[src/rtl/seven_seg_scan_driver.sv]
// Multiplexed seven-segment scan driver with shadowed display data,
// hex/blank decode, leading-zero suppression and selectable polarity.
module seven_seg_scan_driver #(
  parameter int DIGITS      = 4,
  parameter int REFRESH_DIV = 50000,
  parameter bit HEX_MODE    = 1'b1,
  parameter bit ACTIVE_LOW  = 1'b1
) (
  input  logic                  clk,
  input  logic                  rst,
  input  logic [4*DIGITS-1:0]   value,
  input  logic [DIGITS-1:0]     dp,
  input  logic                  load,
  input  logic                  lz_en,
  output logic [6:0]            seg,
  output logic                  dp_out,
  output logic [DIGITS-1:0]     an,
  output logic                  frame_tick
);

  localparam int CW = $clog2(REFRESH_DIV);
  localparam int IW = (DIGITS > 1) ? $clog2(DIGITS) : 1;

  localparam logic [6:0]        SEG_OFF = {7{ACTIVE_LOW}};
  localparam logic [DIGITS-1:0] AN_OFF  = {DIGITS{ACTIVE_LOW}};

  logic [CW-1:0]         cnt_q, cnt_d;
  logic [IW-1:0]         idx_q, idx_d;
  logic [4*DIGITS-1:0]   sh_val_q;
  logic [DIGITS-1:0]     sh_dp_q;
  logic                  sh_lz_q;
  logic [6:0]            seg_q;
  logic                  dp_q;
  logic [DIGITS-1:0]     an_q;
  logic                  frame_q;

  logic                  tick;
  logic                  wrap;
  logic [3:0]            nib;
  logic [DIGITS-1:0]     hi_zero;
  logic                  blank;
  logic [6:0]            seg_ah;
  logic [DIGITS-1:0]     an_ah;
  logic                  dp_ah;

  function automatic logic [6:0] seg_lut(input logic [3:0] n);
    logic [6:0] s;
    case (n)
      4'h0:    s = 7'b1111110;
      4'h1:    s = 7'b0110000;
      4'h2:    s = 7'b1101101;
      4'h3:    s = 7'b1111001;
      4'h4:    s = 7'b0110011;
      4'h5:    s = 7'b1011011;
      4'h6:    s = 7'b1011111;
      4'h7:    s = 7'b1110000;
      4'h8:    s = 7'b1111111;
      4'h9:    s = 7'b1111011;
      4'hA:    s = 7'b1110111;
      4'hB:    s = 7'b0011111;
      4'hC:    s = 7'b1001110;
      4'hD:    s = 7'b0111101;
      4'hE:    s = 7'b1001111;
      default: s = 7'b1000111;
    endcase
    return s;
  endfunction

  assign tick = (cnt_q == CW'(REFRESH_DIV - 1));
  assign wrap = tick && (idx_q == IW'(DIGITS - 1));

  always_comb begin
    cnt_d = tick ? '0 : cnt_q + 1'b1;
    idx_d = idx_q;
    if (tick) idx_d = wrap ? '0 : idx_q + 1'b1;
  end

  // hi_zero[i]: nibble i and every nibble above it are zero
  always_comb begin
    logic z;
    hi_zero = '0;
    z = 1'b1;
    for (int i = DIGITS - 1; i >= 0; i--) begin
      z = z & (sh_val_q[4*i +: 4] == 4'd0);
      hi_zero[i] = z;
    end
  end

  always_comb begin
    nib    = sh_val_q[int'(idx_q)*4 +: 4];
    blank  = (!HEX_MODE && nib > 4'd9) ||
             (sh_lz_q && idx_q != '0 && hi_zero[idx_q]);
    seg_ah = blank ? 7'd0 : seg_lut(nib);
    an_ah  = DIGITS'(1) << idx_q;
    dp_ah  = sh_dp_q[idx_q];
  end

  always_ff @(posedge clk or posedge rst) begin
    if (rst) begin
      cnt_q <= '0;
      idx_q <= '0;
    end else begin
      cnt_q <= cnt_d;
      idx_q <= idx_d;
    end
  end

  always_ff @(posedge clk or posedge rst) begin
    if (rst) begin
      sh_val_q <= '0;
      sh_dp_q  <= '0;
      sh_lz_q  <= 1'b0;
    end else if (load) begin
      sh_val_q <= value;
      sh_dp_q  <= dp;
      sh_lz_q  <= lz_en;
    end
  end

  always_ff @(posedge clk or posedge rst) begin
    if (rst) begin
      seg_q   <= SEG_OFF;
      dp_q    <= ACTIVE_LOW;
      an_q    <= AN_OFF;
      frame_q <= 1'b0;
    end else begin
      seg_q   <= seg_ah ^ SEG_OFF;
      dp_q    <= dp_ah ^ ACTIVE_LOW;
      an_q    <= an_ah ^ AN_OFF;
      frame_q <= wrap;
    end
  end

  assign seg        = seg_q;
  assign dp_out     = dp_q;
  assign an         = an_q;
  assign frame_tick = frame_q;

endmodule

[config.mk]
export PLATFORM = sky130hd
export DESIGN_NAME = seven_seg_scan_driver
export DESIGN_NICKNAME = d
export VERILOG_FILES = /design/src/rtl/seven_seg_scan_driver.sv
export SDC_FILE = /design/constraint.sdc
export NUM_CORES = 1
export LEC_CHECK = 0
export CORE_UTILIZATION = 49
export CTS_CLUSTER_DIAMETER = 80
export DETAILED_ROUTE_END_ITERATION = 12
export PLACE_DENSITY = 0.77
export SKIP_CTS_REPAIR_TIMING = 1
export SYNTH_ARGS = -nofsm -noshare
export SYNTH_HDL_FRONTEND = slang
export SYNTH_SLANG_ARGS = --single-unit
[constraint.sdc]
create_clock -name clk -period 2.2 [get_ports clk]
set_input_delay 0.66 -clock clk [delete_from_list [all_inputs] [get_ports clk]]
set_output_delay 0.66 -clock clk [all_outputs]
set_load 0.02 [all_outputs]
==> summary.md <==
| Metric | Value |
|---|---|
| Status | completed |
| Unrepaired setup endpoints after global routing | no |
| Top cells by area, synth | dfrtp_1, dfstp_2, mux2_1 |
| Largest net degree at the start of global routing | 53 |
| Maxcap violations | 0 |
| Bufs and invs on worst path | 1 |
| Vias per std cell | 5.24 |
| CP startpoint kind | flip-flop |
| Clk_lat worst skew | 300 ps |
| Final ANT Viol Nets | 0 |
| Die Y | around 74 um |
| GP Congestion | 0.820 |
| Area growth, synth to finish | 21.6% |
| Initial DRC count | 103 |
| Clock Pin Slew Worst Setup and Hold Paths | around 80 ps |
| Antenna violations before repair | 0 |
| Slowest CP cell | clkdlybuf4s50_1 |
| Min-Delay Path Class | reg -> reg |
| Total GRT Usage | 18.3% |
| Final setup vio count | 0 |
| Via Count | ~1,700 |
| Yosys warns | 0 |
| CTS buffer count | 5 |
| Drt wl/cell | roughly 14 um |
| TritonRoute pass-1 iters | 4 |
| Fmax | 0.482 GHz |
| Netlist area before placement | about 2600 sq um |
| H-tree levels | 2 |
| Synth async-reset ratio | 100% |
| Avg Inst Size Synth | 11.9 sq um |
| Clk root buf | clkbuf_8 |
| Crit path time final | 2070 ps |
| Clock buffer depth | 2 |
| Port buffer count | 36 |
| Worst Setup Path Type | reg -> out |
| Final Cycle Share | 94.3% |
| Post-Route WL | about 4500 um |
| Distinct cells, synth | 43 |
| PwrDens | 624 nW/um^2 |
| Worst path required time | 1540 ps |
| Flops & latches, synth | 52 |
| Starting Density | 50.7% |
| CP endpoint kind | output port |
| Post-synth top cells | dfrtp_1, nand2_1, mux2_1 |
| Final instance area | 3130 sq um |
| Post-synthesis cell count | between 200 and 250 |
| Mapped Nets | 251 |
| Top-count cell post-synth | dfrtp_1 |
| Total Neg Setup Slack | 0 ps |
| Slew Limit Fails | 0 |
| Peak VDD IR | 0.445 mV |
| Share of cells above drive strength 1 | 17.4% |
| Worst Tran Pin Value | 356 ps |
| Endpoints failing hold | 0 |
| Clock tree from TritonCTS | yes |
| Slew headroom | 75.6% |
| Sink Count | 52 |
| Synth area leader | dfrtp_1 |
| Final Net Count | 293 |
| DRC Markers | 0 |
| Lkg Pwr | 1.32 nW |
| Post-synth EDFFs | 0 |
| Overflow after GRT | 0 |
| Die area | 5540 sq um |
| Family with the most delay on the worst path | buffers and inverters |
| Crit-path max FO | 1 |
| WP data arrival | 1410 ps |
| Post-DP HPWL | 3300 um |
| Slowest stage delay, CP | 590 ps |
| Ports | 37 |
| N_diodes | 0 |
| Fin Clk Skew | 4.77 ps |
| Core area | 5070 sq um |
| Vias in the first global route | roughly 1,600 |
| Main flop type after synthesis | dfrtp_1 |
| Area after DPL | 3040 sq um |
| Die X | about 74 um |
| Post-synth top area share | around 39% |
| Seq/Total Area, Yosys | 51.2% |
| Core Rows | 26 |
| Crit path cell chain | clkdlybuf4s50_1 |
| Fillcell total | 431 |
| Global-route wire length before repair | 7520 um |
## per-layer routing
metal / part of all wire, % / GRT usage (%) / vias to the layer above
li1: - / - / 844
met1: 48 / 26.0 / 830
met2: 46 / 27.9 / 44
met3: 4.4 / 4.20 / 5
met4: 1.1 / 5.66 / 0
met5: 0 / 0 / -
## stage by stage
step	hold WS (ps)	setup WS [ps]	cells	util, %	power, mW
2_1_floorplan	448	140	216	-	1.28
3_3_place_gp	471	190	321	59.9	1.41
3_5_place_dp	477	134	321	59.9	1.42
4_1_cts	490	108	329	61.7	1.96
5_1_grt	520	59.9	329	61.7	2.04
6_report	489	126	329	61.7	1.95
## sequential cells by signal (all words and copies together) (netlist names), 2 cells and up
signal / flops
cnt_q: 16
seg: 7
idx_q: 2
sh_val_q: 16
sh_dp_q: 4
an: 4
## cell usage in the layout (no fill, tap or decap), types with 7 or more instances in the layout
master            n
xnor2_1           8
nand2_1          18
nor2_1           12
ha_1             11
mux2_2            9
mux2i_1           7
dfstp_2          12
mux2_1           14
inv_1             9
dfrtp_1          39
clkdlybuf4s50_1  36
buf_4             7
## where the power goes
group | internal, mW | total (mW) | leakage, nW | switching (mW)
logic | 0.175 | 0.328 | 0.652 | 0.153
registers | 1.04 | 1.08 | 0.621 | 0.0396
clock network | 0.257 | 0.548 | 0.0455 | 0.291
total | 1.47 | 1.95 | 1.32 | 0.484
## final timing paths
path | start | to | slack (ps) | cells past startpoint
worst max register to register | idx_q[0] | seg[3] | 220 | 7
min in group asynchronous | rst | cnt_q[13] | 720 | 3
worst max-delay path | an[0] | an[0] | 130 | 1
max in group asynchronous | rst | an[1] | 1200 | 3
worst min register to register | cnt_q[0] | cnt_q[0] | 490 | 1
worst min-delay path | cnt_q[0] | cnt_q[0] | 490 | 1
## layout make-up
class                      count  area, sq um  share of cell area [%]
multi-input combinational    144         1160                    37.1
sequential                    52         1320                    42.1
clock buffer                   8         90.1                    2.88
timing repair buffer          44          433                    13.8
tap                           70         87.6                    2.80
inverter                      11         41.3                    1.32
## kinds of logic after synthesis
family	after synthesis	synth area share (%)
and+or+nand+nor	63	13.3
muxes	34	16.4
DFF	52	51.2
adders and majority gates	11	5.35
AOI/OAI and AO/OA	22	5.40
buffers and inverters	20	3.60
xor gates and xnor gates	14	4.77
Note: power is estimated with default switching activity, not from simulation.
